## config.mk

```make
export PLATFORM = sky130hd
export DESIGN_NAME = srff_bank_arbiter
export DESIGN_NICKNAME = d
export VERILOG_FILES = /design/src/rtl/srff_pkg.sv /design/src/rtl/rr_arbiter.sv /design/src/rtl/srff_bank_arbiter.sv
export SDC_FILE = /design/constraint.sdc
export NUM_CORES = 1
export LEC_CHECK = 0
export ABC_AREA = 0
export BUFFER_PORTS_ARGS = -buffer_cell sky130_fd_sc_hd__buf_4
export CAP_MARGIN = 20
export CORE_MARGIN = 2
export CORE_UTILIZATION = 50
export CTS_BUF_LIST = sky130_fd_sc_hd__clkbuf_8
export CTS_CLUSTER_DIAMETER = 80
export DETAILED_ROUTE_END_ITERATION = 6
export PLACE_DENSITY = 0.77
export SYNTH_ARGS = -nofsm -noshare
export SYNTH_HDL_FRONTEND = slang
export SYNTH_SLANG_ARGS = --single-unit
export TNS_END_PERCENT = 50
```

## constraint.sdc

```tcl
create_clock -name clk -period 3.5 [get_ports clk]
set_clock_uncertainty 0.15 [all_clocks]
set_input_delay 0.175 -clock clk [delete_from_list [all_inputs] [get_ports clk]]
set_output_delay 0.175 -clock clk [all_outputs]
set_load 0.01 [all_outputs]
```

## src/rtl/srff_pkg.sv

```systemverilog
// Shared definitions for the SR flip-flop bank arbiter.
//   SR_* : encodings of the {s,r} command field
//   state_e : sequencing FSM states (capture -> apply -> completion)
package srff_pkg;

  localparam logic [1:0] SR_HOLD = 2'b00;
  localparam logic [1:0] SR_RST  = 2'b01;
  localparam logic [1:0] SR_SET  = 2'b10;
  localparam logic [1:0] SR_BAD  = 2'b11;

  typedef enum logic [1:0] {
    IDLE  = 2'd0,
    APPLY = 2'd1,
    DONE  = 2'd2
  } state_e;

endpackage

```

## src/rtl/rr_arbiter.sv

```systemverilog
// Combinational round-robin arbiter.
//   req    : N request lines
//   ptr    : highest-priority index; the search runs ptr, ptr+1, ... with wrap
//   gnt    : one-hot grant (all zero when no request)
//   gnt_id : binary index of the granted request
module rr_arbiter #(
  parameter  int N = 4,
  localparam int W = $clog2(N)
) (
  input  logic [N-1:0] req,
  input  logic [W-1:0] ptr,
  output logic [N-1:0] gnt,
  output logic [W-1:0] gnt_id
);

  logic [W:0] cand;
  logic       found;

  always_comb begin
    gnt    = '0;
    gnt_id = '0;
    found  = 1'b0;
    cand   = '0;
    for (int i = 0; i < N; i++) begin
      // One extra bit so the wrap also works when N is not a power of two.
      cand = {1'b0, ptr} + (W+1)'(i);
      if (cand >= (W+1)'(N)) cand = cand - (W+1)'(N);
      if (!found && req[cand[W-1:0]]) begin
        found               = 1'b1;
        gnt[cand[W-1:0]]    = 1'b1;
        gnt_id              = cand[W-1:0];
      end
    end
  end

endmodule

```

## src/rtl/srff_bank_arbiter.sv

```systemverilog
// Bank of NBITS SR flip-flops shared by NREQ requesters through a
// round-robin arbiter; one command is captured, applied and reported at a time.
//   clk, rst   : clock and asynchronous active-high reset
//   req_valid  : per-requester pending command, held until req_ready
//   req_sr     : {s,r} of requester i at [2i+1:2i]
//   req_idx    : target bit of requester i at [IW*i +: IW]
//   req_ready  : one-hot accept, command captured at the coming edge
//   done       : one-cycle completion pulse
//   done_id    : requester whose command completed
//   err        : with done, command was rejected and the bank is unchanged
//   q, q_bar   : bank state and its complement
//
// state | meaning
// IDLE  | offering the arbiter winner a grant; capture on the edge
// APPLY | captured command updates the addressed bit at the edge
// DONE  | completion pulse, pointer moves past the served requester
module srff_bank_arbiter #(
  parameter  int NREQ  = 4,
  parameter  int NBITS = 8,
  localparam int IW    = $clog2(NBITS),
  localparam int NW    = $clog2(NREQ)
) (
  input  logic               clk,
  input  logic               rst,
  input  logic [NREQ-1:0]    req_valid,
  input  logic [2*NREQ-1:0]  req_sr,
  input  logic [IW*NREQ-1:0] req_idx,
  output logic [NREQ-1:0]    req_ready,
  output logic               done,
  output logic [NW-1:0]      done_id,
  output logic               err,
  output logic [NBITS-1:0]   q,
  output logic [NBITS-1:0]   q_bar
);

  import srff_pkg::*;

  state_e            state_q, state_d;
  logic [1:0]        sr_q, sr_d;
  logic [IW-1:0]     idx_q, idx_d;
  logic [NW-1:0]     id_q, id_d;
  logic [NW-1:0]     ptr_q, ptr_d;
  logic              err_q, err_d;
  logic [NBITS-1:0]  q_q, q_d;
  logic [NBITS-1:0]  q_bar_q, q_bar_d;

  logic [NREQ-1:0]   gnt;
  logic [NW-1:0]     gnt_id;
  logic [1:0]        sel_sr;
  logic [IW-1:0]     sel_idx;
  logic              idx_ok;

  rr_arbiter #(.N(NREQ)) u_arb (
    .req    (req_valid),
    .ptr    (ptr_q),
    .gnt    (gnt),
    .gnt_id (gnt_id)
  );

  always_comb begin
    sel_sr  = '0;
    sel_idx = '0;
    for (int i = 0; i < NREQ; i++) begin
      if (gnt[i]) begin
        sel_sr  = req_sr[2*i +: 2];
        sel_idx = req_idx[IW*i +: IW];
      end
    end
  end

  // The index field can address past the bank when NBITS is not a power of two.
  assign idx_ok = (int'(idx_q) < NBITS);

  always_comb begin
    state_d = state_q;
    sr_d    = sr_q;
    idx_d   = idx_q;
    id_d    = id_q;
    ptr_d   = ptr_q;
    err_d   = err_q;
    q_d     = q_q;
    unique case (state_q)
      IDLE: begin
        if (|gnt) begin
          sr_d    = sel_sr;
          idx_d   = sel_idx;
          id_d    = gnt_id;
          err_d   = 1'b0;
          state_d = APPLY;
        end
      end
      APPLY: begin
        err_d = (sr_q == SR_BAD) || !idx_ok;
        for (int i = 0; i < NBITS; i++) begin
          if (idx_ok && (IW'(i) == idx_q)) begin
            case (sr_q)
              SR_SET:  q_d[i] = 1'b1;
              SR_RST:  q_d[i] = 1'b0;
              default: ;
            endcase
          end
        end
        state_d = DONE;
      end
      DONE: begin
        if (id_q == NW'(NREQ-1)) ptr_d = '0;
        else                     ptr_d = id_q + NW'(1);
        state_d = IDLE;
      end
      default: state_d = IDLE;
    endcase
    // Complement is registered alongside q so both come straight from flops.
    q_bar_d = ~q_d;
  end

  always_ff @(posedge clk or posedge rst) begin
    if (rst) begin
      state_q <= IDLE;
      sr_q    <= '0;
      idx_q   <= '0;
      id_q    <= '0;
      ptr_q   <= '0;
      err_q   <= 1'b0;
      q_q     <= '0;
      q_bar_q <= '1;
    end else begin
      state_q <= state_d;
      sr_q    <= sr_d;
      idx_q   <= idx_d;
      id_q    <= id_d;
      ptr_q   <= ptr_d;
      err_q   <= err_d;
      q_q     <= q_d;
      q_bar_q <= q_bar_d;
    end
  end

  // Reset forces IDLE asynchronously, so ready must also be masked by rst itself.
  assign req_ready = ((state_q == IDLE) && !rst) ? gnt : '0;
  assign done      = (state_q == DONE);
  assign done_id   = done ? id_q : '0;
  assign err       = done & err_q;
  assign q         = q_q;
  assign q_bar     = q_bar_q;

endmodule

```

* Word level (Yosys, flattened, before mapping)
Index checks and enable logic that the tools add are counted.
** Storage, ports and cells
- Register bits after elaboration :: 28
- Bits of input ports :: 26
- Output and inout bits :: 24
** Operators by class
- Add/subtract/negate cells :: 8
- Magnitude comparators :: 12
- Equal/unequal tests :: 14
- Muxes and demuxes :: 63
- Bitwise gates (word level) :: 5
- Reductions and logical operators :: 18
** Operators with widths (number)
- $mux 2 :: 15
- $mux 1 :: 20
- $mux 4 :: 5
- $pmux 1 s2 :: 9
- $eq 3x3->1 const A :: 4
- $lt 2x3->1 const B :: 4
- $mux 3 :: 4
- $or 4x4->4 :: 3
- $ge 3x3->1 const B :: 3
- $bmux 1 s2 :: 4
- $demux 1 s2 :: 4
- $eq 2x2->1 const B :: 4
- $ge 2x1->1 const B :: 4
- $logic_and 1x1->1 :: 8
- $mux 8 :: 1
- $not 8->8 :: 1
- $sub 2x1->2 const B :: 4
- $add 2x2->3 const B :: 2
- $eq 2x3->1 const A :: 2
- $eq 2x1->1 const B :: 2
- $logic_not 1->1 :: 4
- $pmux 2 s2 :: 1
- $reduce_and 2->1 :: 2
- $reduce_or 4->1 :: 1
- other kinds (9) :: 9

* Logic depth before layout (Yosys ltp)
Gate-level depths: netlist of run 1.
- Depth in word-level cells :: 18
- Gate-level depth with buffers :: 12
- Depth with buffers taken out :: 9

* Modules after synthesis
From an unflattened synthesis of run 1, not the netlist that was laid out.
** Unflattened totals
- Cell total of the unflattened synthesis :: 162
- Area, all modules :: 1828.0 um2
** Modules (own cells, without submodules)
- srff_bank_arbiter :: instances 1, cells each 114, area each 1388.8 um2
- rr_arbiter :: instances 1, cells each 48, area each 439.2 um2

* Worst setup path before layout of run 1
Ideal clock, no wire load.
- Path kind :: register to register
- Start point :: register ptr_q[0]
- End point :: register idx_q[0]
- Data arrival time :: 2.919 ns
- Path slack :: 0.296 ns
- Cell stages (with the launch flop) :: 13
- Buffers on the path :: 3
- Period minus slack after synthesis :: 3.204 ns
- Cells stage by stage :: dfrtp_1 > buf_4 > inv_2 > ha_1 > buf_6 > mux4_2 > nor2b_4 > a22o_1 > a221oi_2 > a41oi_4 > buf_6 > nor2_2 > a31oi_2
** On the way
- Cells in the longest elaborated chain, start to end :: 18
** RTL lines
- start, declared :: RTL line srff_bank_arbiter.sv:42 : logic [NW-1:0] ptr_q, ptr_d;
- start signal, assigned :: RTL line srff_bank_arbiter.sv:131 : ptr_q <= ptr_d;
- parallel branches: the longest is 13 deep, another holds $add 2x1->3
- $mux 4 (*) :: RTL line rr_arbiter.sv:28 : if (!found && req[cand[W-1:0]]) begin
- $mux 3 (4 in series) :: RTL line srff_bank_arbiter.sv:64 : if (gnt[i]) begin
- end signal, assigned :: RTL line srff_bank_arbiter.sv:129 : idx_q <= idx_d;
- end, declared :: RTL line srff_bank_arbiter.sv:40 : logic [IW-1:0] idx_q, idx_d;
Every way passes the cells marked *. The select of a mux whose other input is x is not followed.
A chain may end at the register's enable or synchronous reset.

* Final worst setup path of run 1
- Start point :: register ptr_q[1]
- End point :: output req_ready[2]
** On the way
- Cells in the longest elaborated chain, start to end :: 15
** RTL lines
- parallel branches: the longest is 13 deep, another holds $add 2x1->3
- $mux 4 (*) :: RTL line rr_arbiter.sv:28
- $mux 4 (*) :: RTL line srff_bank_arbiter.sv:139 : assign req_ready = ((state_q == IDLE) && !rst) ? gnt : '0;
- end, declared :: RTL line srff_bank_arbiter.sv:28 : output logic [NREQ-1:0] req_ready,
Marks and branches as above.

==> results.py, run 1 <==
metrics = {
    "timing": {
        "fin_ws_ps": 271,
        "post-route-period-util": 0.923,
        "setup_tns_ps": 0,
        "drv_slew": 0,
        "worst_pin_slew_ps": 512,
        "finalSetupViolCount": 0,
        "min_period_ps": 3230,
        "relSlewSlack": 0.658,
        "hold_violations": 0,
        "rsz0062_at_grt": "no",
        "fmax_mhz": 310,
    },
    "routing": {
        "ant_nets": 0,
        "wl_microns": 4200,
        "drc": 0,
        "firstDrtPassIters": 4,
        "avgRoutedWirePerCell_microns": 15.3,
        "vias": 1528,
        "drt_iter0_markers": 46,
        "vias_per_cell": 5.56,
    },
    "placement": {
        "dp_slack_ps": 99.4,
        "gp_congestion": 0.841,
        "portBuffers": 49,
        "dp_hpwl_microns": 3130,
        "dpl_cell_area_sq_um": 2230,
    },
    "clock_tree": {
        "clockRootBuffer": "clkbuf_8",
        "cts_htree_levels": 1,
        "clockBufferDepth": 2,
        "clock-sinks": 28,
        "worstSkewPairLatency_ps": 270,
        "cts_tree": "yes",
        "numCtsBuffers": 3,
        "clk_pin_slew_ps": 90,
    },
    "cells_and_area": {
        "area_delta_synth_final_pct": 30.1,
        "layout-drive-gt1-share": 0.410,
        "design_area_sq_um": 2350,
        "antennaDiodeCount": 0,
        "nNetsFinal": 266,
        "finish.utilization": 0.692,
    },
    "critical_path": {
        "cp_max_fo": 10,
        "crit_path_end_kind": "output pin",
        "cp_slowest_cell": "mux4_2",
        "crit_type": "flip-flop to output pin",
        "cp-start-kind": "flip-flop",
        "crit_top_cell": "buf_4",
        "r2r-start": "ptr_q[1]$_DFFE_PP0P_",
        "r2r_cells": 9,
        "cp.required_ps": 3170,
        "arrival_ps": 2900,
        "crit_path_cell_trace": "inv_1 > ha_1 > mux4_2 > nor2b_4 > a22o_1 > a221oi_2 > buf_4 > nor2_1 > buf_4",
        "r2r_slack_ps": 300,
        "critPathMaxStageDelay_ps": 570,
        "r2r_end": "idx_q[0]$_DFFE_PP0P_",
    },
    "power_and_ir_drop": {
        "power_mw": 2.31,
        "p_leak_nw": 1.09,
        "ir_drop_mv": 0.674,
        "powerDensity_nw_per_um2": 986,
    },
    "worst_hold_path": {
        "min_path_cells": 3,
        "min_from": "req_idx[11]",
        "hold_end": "idx_q[2]$_DFFE_PP0P_",
        "hp-class": "input pin to flip-flop",
    },
    "grt": {
        "grt.total_usage": 0.215,
        "first_global_vias": 1585,
        "grt-ovfl-total": 0,
        "grt_pass1_wl_microns": 7030,
        "grt_max_degree": 29,
        "antenna_found_initial": 0,
    },
    "synth": {
        "seq_area_frac_synth": 0.394,
        "synth_edf_count": 0,
        "syn_inst": 174,
        "ys.flop_type": "dfrtp_1",
        "synth_top_cell_by_area": "dfrtp_1",
        "synth.ff_latch_count": 28,
        "synth.top_cell.area_share": 0.278,
        "syn_nets": 210,
        "yosysMostFrequentCell": "dfrtp_1",
        "ys_async_sr_fraction": 1.00,
        "ys.warnings.count": 0,
        "yosys-top-cells-count": "dfrtp_1, nand2_1, inv_1, nor2_1",
        "synthTopCellsByArea": "dfrtp_1, dfstp_2, ha_1",
        "syn_area_sq_um": 1800,
        "yosysUniqueCellTypes": 42,
        "syn_avg_cell_area_sq_um": 10.4,
    },
    "floorplanning": {
        "die_w_microns": 64.1,
        "start_util": 0.532,
        "die-area_sq_um": 4100,
        "rows": 21,
        "core-area_sq_um": 3390,
        "die_height_microns": 64.1,
        "pin_count": 50,
    },
    "outcome": {
        "status": "finished clean",
    },
    "run": {
        "drv_cap": 0,
    },
}
-- metal layers --
metal	up-vias	wire, microns	track usage
li1	750	-	-
met1	746	1600	0.256
met2	32	2470	0.396
met3	0	126	0.0423
met4	0	0	0.0516
met5	-	0	0
-- per-stage QoR --
| step | cells | hold WS (ps) |
|---|---|---|
| floorplan | 174 | 84.5 |
| global placement | 269 | 303 |
| detailed placement | 269 | 310 |
| CTS | 273 | 10.1 |
| global route | 275 | 21.3 |
| finish | 275 | 13.6 |
-- final cells by class --
| cell class | instances | area (sq um) |
|---|---|---|
| Fill cell | 259 | 1040 |
| Multi-Input combinational cell | 126 | 1000 |
| Sequential cell | 28 | 712 |
| Timing Repair Buffer | 57 | 450 |
| Tap cell | 46 | 57.6 |
| Inverter | 14 | 52.6 |
| Clock buffer | 3 | 41.3 |
| Clock inverter | 1 | 30.0 |
-- repair_timing --
item	in CTS	in global routing
resized for setup	0	2
setup endpoints to repair	0	11
buffers inserted	0	0
hold buffers	0	1
hold endpoints to repair	0	20
-- worst max-delay path, delay by kind of cell, from the launching register on --
family          cells  cell delay (ps)
fa+ha+maj           1              340
simple gates        2              220
compound gates      2              520
flops               1              490
mux                 1              570
buf+inv             3              500
-- state kept, by name, summed over array words and instances, names as in the netlist --
register and count:
q 8, q_bar 8, idx_q 3, id_q 2, ptr_q 2, sr_q 2
state_q 2, err_q 1
-- power breakdown --
group	leakage [nW]	total, mW	switching, mW	internal (mW)
Combinational	0.721	1.46	0.789	0.675
Sequential	0.334	0.598	0.105	0.493
Clock	0.0357	0.251	0.0980	0.153
-- cells in the final DEF (no fill, tap or decap), types with 2 or more instances in the layout --
master,synthesis,final
buf_4,1,55
ha_1,10,10
a221oi_2,3,4
and2_1,3,3
inv_1,13,13
o221ai_1,5,5
dfstp_2,8,8
nor2_2,2,2
a22o_1,4,4
nor2b_1,3,3
clkbuf_8,0,3
o21ai_0,6,6
a21o_1,5,5
nor3_1,4,4
and3b_1,2,2
a31oi_2,2,2
nor2_1,13,13
nand2_1,17,17
a31oi_1,6,6
and3_1,2,2
dfrtp_1,20,19
a221o_1,3,3
nor3b_1,10,10
mux2_2,9,9
mux4_2,2,2
-- how the worst max path moves through the flow --
stage                              start                    to  slack, ps  cells past startpoint
floorplan           ptr_q[0]$_DFFE_PP0P_  idx_q[0]$_DFFE_PP0P_        300                     12
global placement    ptr_q[1]$_DFFE_PP0P_   id_q[0]$_DFFE_PP0P_        220                      8
detailed placement  ptr_q[1]$_DFFE_PP0P_   id_q[0]$_DFFE_PP0P_        100                      8
CTS                 ptr_q[1]$_DFFE_PP0P_   id_q[0]$_DFFE_PP0P_         70                      8
global route        ptr_q[1]$_DFFE_PP0P_   sr_q[0]$_DFFE_PP0P_         90                      9
finish              ptr_q[1]$_DFFE_PP0P_          req_ready[2]        270                      9
-- kinds of logic (layout without fill, tap and decap cells) --
logic type | Yosys count | in the layout | synth area share
adders and majority gates | 10 | 10 | 0.0694
DFF | 28 | 28 | 0.394
muxes | 12 | 12 | 0.0867
buffers and inverters | 20 | 75 | 0.0534
and+or+nand+nor | 62 | 62 | 0.185
AOI/OAI and AO/OA | 42 | 42 | 0.211
Note: power is estimated with default switching activity, not from simulation.
==> run 2, diff against run 1 <==
--- a/config.mk
+++ b/config.mk
@@ -6,6 +6,7 @@
 export NUM_CORES = 1
 export LEC_CHECK = 0
 export ABC_AREA = 0
+export ABC_CLOCK_PERIOD_IN_PS = 3500
 export BUFFER_PORTS_ARGS = -buffer_cell sky130_fd_sc_hd__buf_4
 export CAP_MARGIN = 20
 export CORE_MARGIN = 2
@@ -14,6 +15,7 @@
 export CTS_CLUSTER_DIAMETER = 80
 export DETAILED_ROUTE_END_ITERATION = 6
 export PLACE_DENSITY = 0.77
+export SETUP_SLACK_MARGIN = 0.4
 export SYNTH_ARGS = -nofsm -noshare
 export SYNTH_HDL_FRONTEND = slang
 export SYNTH_SLANG_ARGS = --single-unit
==> results.py, run 2 (same netlist as run 1, synthesis figures left out) <==
metrics = {
    "outcome": {
        "status": "finished clean",
    },
    "timing": {
        "worst_pin_slew_ps": 525,
        "min_period_ps": 3100,
        "post-route-period-util": 0.884,
        "finalSetupViolCount": 0,
        "relSlewSlack": 0.649,
        "whs_ps": 7.31,
        "hold_violations": 0,
        "rsz0062_at_grt": "yes",
        "fmax_mhz": 323,
        "setup_tns_ps": 0,
        "drv_slew": 0,
        "fin_ws_ps": 405,
    },
    "placement": {
        "portBuffers": 49,
        "dpl_cell_area_sq_um": 2270,
        "gp_congestion": 0.861,
        "dp_hpwl_microns": 3290,
        "dp_cells": 266,
        "dp_slack_ps": 375,
    },
    "cells_and_area": {
        "layout_commonest_cell": "buf_4",
        "multi_input_area_sq_um": 1100,
        "nNetsFinal": 276,
        "layout-drive-gt1-share": 0.460,
        "ff_latch_area_sq_um": 713,
        "area_delta_synth_final_pct": 40.1,
        "finalNonFillerCells": 285,
        "antennaDiodeCount": 0,
        "fillers": 225,
        "design_area_sq_um": 2530,
        "final_cell_mix": "buf_4, dfrtp_1, nand2_1",
    },
    "grt": {
        "grt.total_usage": 0.216,
        "grt_max_degree": 29,
        "grt-ovfl-total": 0,
        "antenna_found_initial": 0,
        "grt_pass1_wl_microns": 6890,
        "first_global_vias": 1460,
    },
    "power_and_ir_drop": {
        "ir_drop_mv": 0.564,
        "combPwrFrac": 0.685,
        "clockPowerShare": 0.095,
        "powerDensity_nw_per_um2": 1050,
        "p_leak_nw": 1.15,
        "power_switching_mw": 1.13,
        "seqPwrFrac": 0.220,
        "p_sw_frac": 0.423,
        "p_int_mw": 1.54,
    },
    "routing": {
        "firstDrtPassIters": 6,
        "avgRoutedWirePerCell_microns": 16.3,
        "drc": 0,
        "drt_iter0_markers": 93,
        "ant_nets": 0,
        "vias": 1604,
        "vias_per_cell": 5.63,
        "wl_microns": 4640,
    },
    "floorplanning": {
        "core-area_sq_um": 3390,
        "rows": 21,
        "die_height_microns": 64.1,
        "pin_count": 50,
        "die-area_sq_um": 4100,
        "die_w_microns": 64.1,
        "start_util": 0.532,
    },
    "clock_tree": {
        "clk_pin_slew_ps": 90,
        "clockBufferDepth": 2,
        "cts_htree_levels": 1,
        "numCtsBuffers": 3,
        "worstSkewPairLatency_ps": 270,
        "clock-sinks": 28,
        "clockRootBuffer": "clkbuf_8",
        "cts_tree": "yes",
    },
    "critical_path": {
        "critPathMaxStageDelay_ps": 580,
        "crit_path_cell_trace": "inv_1 > ha_4 > mux4_2 > nor2b_4 > a22o_1 > a221oi_4 > buf_4 > nor2_1 > buf_4",
        "cp.required_ps": 3170,
        "arrival_ps": 2770,
        "crit_top_cell": "buf_4",
        "crit_buf_inv": 3,
        "cp-start-kind": "flip-flop",
        "crit_path_end_kind": "output pin",
        "cp_max_fo": 9,
        "crit_type": "flip-flop to output pin",
        "cp_slowest_cell": "mux4_2",
        "crit_family": "multiplexers",
    },
    "worst_hold_path": {
        "hp-class": "input pin to flip-flop",
    },
    "run": {
        "drv_cap": 0,
    },
}
==> run 2: cell count changes in the layout (fill, tap and decap cells not counted), sizes merged <==
cell,change
buf,+9
a221o,+1
==> run 2: what timing repair did <==
action                                  in CTS  in global routing
gates resized for setup                      0                  6
hold endpoints to repair                     0                 20
hold buffers                                 0                  1
endpoints found under the setup margin       3                 11
setup buffers                                1                 11
cloned                                       0                  1
pin swaps                                    1                  2
==> run 2: cell type report <==
class	instances	area share
multi-input cells	127	0.436
well taps	46	0.0228
inverters	14	0.0208
repair buffers	66	0.210
flip-flops and latches	28	0.282
clock buffers	3	0.0163
clock inverters	1	0.0119
==> run 2: per-layer routing <==
metal  vias up  routed length [microns]  track usage
met2        55                     2430        0.371
met4         0                       94       0.0734
met3         8                      256       0.0299
met1       775                     1860        0.279
met5         -                        0            0
li1        766                        -            -
==> run 2: path summary, 6_finish.rpt <==
| kind | start | endpoint | slack, ps | depth (start not counted) |
|---|---|---|---|---|
| worst min register to register | q[4]$_DFF_PP0_ | q_bar[4]$_DFF_PP1_ | 390 | 2 |
| min in group asynchronous | rst | idx_q[0]$_DFFE_PP0P_ | 220 | 3 |
| worst max register to register | ptr_q[1]$_DFFE_PP0P_ | idx_q[1]$_DFFE_PP0P_ | 460 | 9 |
| max in group asynchronous | rst | q_bar[1]$_DFF_PP1_ | 2520 | 4 |
| worst min-delay path | req_idx[11] | idx_q[2]$_DFFE_PP0P_ | 7 | 3 |
| worst max-delay path | ptr_q[1]$_DFFE_PP0P_ | req_ready[3] | 400 | 9 |
==> run 2: power groups by stage <==
stage | Sequential (mW) | Combinational (mW) | Clock, mW
5_1_grt | 0.601 | 1.97 | 0.269
3_5_place_dp | 0.592 | 1.53 | 0
3_3_place_gp | 0.580 | 1.49 | 0
2_1_floorplan | 0.625 | 1.13 | 0
6_report | 0.587 | 1.82 | 0.254
4_1_cts | 0.586 | 1.57 | 0.256
==> run 2: through the flow <==
step / power [mW] / utilization
after floorplan: 1.75 / -
after global placement: 2.07 / 0.671
after detailed placement: 2.13 / 0.671
after CTS: 2.41 / 0.698
after global routing: 2.84 / 0.745
final: 2.66 / 0.745
==> run 2: worst reg2reg max path: cells and delay by family, from the launching register on <==
family | cells | cell delay (ps)
mux | 1 | 580
fa+ha+maj | 1 | 330
buf+inv | 1 | 100
compound gates | 4 | 1000
flops | 1 | 360
simple gates | 2 | 430
==> run 3, diff against run 2 <==
--- a/config.mk
+++ b/config.mk
@@ -15,6 +15,7 @@
 export CTS_CLUSTER_DIAMETER = 80
 export DETAILED_ROUTE_END_ITERATION = 6
 export PLACE_DENSITY = 0.77
+export REMOVE_ABC_BUFFERS = 1
 export SETUP_SLACK_MARGIN = 0.4
 export SYNTH_ARGS = -nofsm -noshare
 export SYNTH_HDL_FRONTEND = slang
==> results.py, run 3 (same netlist as run 1, synthesis figures left out) <==
metrics = {
    "critical_path": {
        "crit_buf_inv": 5,
        "cp_slowest_cell": "mux4_2",
        "crit_top_cell": "buf_4",
        "arrival_ps": 2680,
        "crit_path_cell_trace": "inv_2 > ha_4 > mux4_2 > buf_4 > a211oi_4 > buf_6 > a221oi_4 > buf_4 > nor2_1 > buf_4",
        "cp_max_fo": 8,
        "crit_family": "buffers and inverters",
        "crit_type": "flip-flop to output pin",
        "crit_path_end_kind": "output pin",
        "cp-start-kind": "flip-flop",
        "cp.required_ps": 3170,
        "critPathMaxStageDelay_ps": 570,
    },
    "floorplanning": {
        "die_height_microns": 64.1,
        "die-area_sq_um": 4100,
        "die_w_microns": 64.1,
        "pin_count": 50,
        "rows": 21,
        "start_util": 0.532,
        "core-area_sq_um": 3390,
    },
    "power_and_ir_drop": {
        "p_leak_nw": 1.13,
        "powerDensity_nw_per_um2": 1030,
        "ir_drop_mv": 0.593,
    },
    "grt": {
        "first_global_vias": 1573,
        "grt-ovfl-total": 0,
        "grt_pass1_wl_microns": 7210,
        "antenna_found_initial": 0,
        "grt.total_usage": 0.225,
        "grt_max_degree": 29,
    },
    "cells_and_area": {
        "layout-drive-gt1-share": 0.438,
        "antennaDiodeCount": 0,
        "finalNonFillerCells": 281,
        "design_area_sq_um": 2460,
        "fillers": 253,
        "area_delta_synth_final_pct": 36.3,
        "nNetsFinal": 272,
        "layout_commonest_cell": "buf_4",
        "final_cell_mix": "buf_4, dfrtp_1, nand2_1",
        "ff_latch_area_sq_um": 711,
        "multi_input_area_sq_um": 1060,
    },
    "routing": {
        "ant_nets": 0,
        "wl_microns": 4370,
        "vias_per_cell": 5.61,
        "firstDrtPassIters": 4,
        "vias": 1576,
        "avgRoutedWirePerCell_microns": 15.5,
        "drt_iter0_markers": 50,
        "drc": 0,
    },
    "timing": {
        "hold_violations": 0,
        "fmax_mhz": 332,
        "relSlewSlack": 0.665,
        "fin_ws_ps": 491,
        "min_period_ps": 3010,
        "finalSetupViolCount": 0,
        "worst_pin_slew_ps": 502,
        "setup_tns_ps": 0,
        "whs_ps": 7.13,
        "drv_slew": 0,
        "post-route-period-util": 0.860,
        "rsz0062_at_grt": "no",
    },
    "clock_tree": {
        "worstSkewPairLatency_ps": 280,
        "clk_pin_slew_ps": 100,
        "numCtsBuffers": 3,
        "clockBufferDepth": 2,
        "cts_tree": "yes",
        "cts_htree_levels": 1,
        "clock-sinks": 28,
        "clockRootBuffer": "clkbuf_8",
    },
    "placement": {
        "dp_hpwl_microns": 3170,
        "dp_slack_ps": 57.4,
        "dpl_cell_area_sq_um": 2210,
        "portBuffers": 49,
        "gp_congestion": 0.889,
        "dp_cells": 267,
    },
    "run": {
        "drv_cap": 0,
    },
    "outcome": {
        "status": "finished clean",
    },
    "worst_hold_path": {
        "hp-class": "input pin to flip-flop",
    },
}
-- run 3: path summary, 6_finish.rpt --
kind | cells after the start | to | from | slack (ps)
max | 10 | req_ready[2] | ptr_q[0]$_DFFE_PP0P_ | 490
min | 3 | idx_q[1]$_DFFE_PP0P_ | req_idx[10] | 7
max reg2reg | 11 | sr_q[1]$_DFFE_PP0P_ | ptr_q[0]$_DFFE_PP0P_ | 490
min reg2reg | 2 | q_bar[0]$_DFF_PP1_ | q[0]$_DFF_PP0_ | 380
max in group asynchronous | 4 | q_bar[0]$_DFF_PP1_ | rst | 2480
min in group asynchronous | 3 | ptr_q[1]$_DFFE_PP0P_ | rst | 250
-- run 3: final cells by class --
cell class / count / area share
inverters: 14 / 0.0214
well taps: 46 / 0.0234
clock inverters: 1 / 0.0122
repair buffers: 63 / 0.205
clock buffers: 3 / 0.0168
flip-flops and latches: 28 / 0.289
multi-input cells: 126 / 0.432
-- run 3: layer usage --
metal  wire (microns)  vias up  global-route usage
met5                0        -                   0
met4               55        0              0.0598
met3              195        8              0.0511
met2             2200       43               0.380
met1             1910      767               0.289
li1                 -      758                   -
-- run 3: worst register-to-register path: cells and delay by family (launching register included) --
family                   cells  cell delay [ps]
adder cells (fa/ha/maj)      1              320
flip-flops                   1              370
AO/OA/AOI/OAI                4              690
multiplexers                 1              570
AND/OR/NAND/NOR              1              230
buffers and inverters        4              610
-- run 3: timing repair --
action                                 CTS  global route
gates resized for setup                  5             7
setup endpoints to repair               12            12
pin swaps                                1             2
endpoints found under the hold margin    0            20
buffers inserted                         3             5
hold buffers                             0             1
-- run 3: metrics by stage --
stage / utilization / total power [mW]
floorplan: - / 1.57
global placement: 0.653 / 1.96
detailed placement: 0.653 / 2.02
CTS: 0.690 / 2.38
global route: 0.725 / 2.71
finish: 0.725 / 2.53
-- run 3: report_power, final --
group / internal, mW / switching [mW]
clock network: 0.153 / 0.0987
logic: 0.818 / 0.869
registers: 0.492 / 0.0974
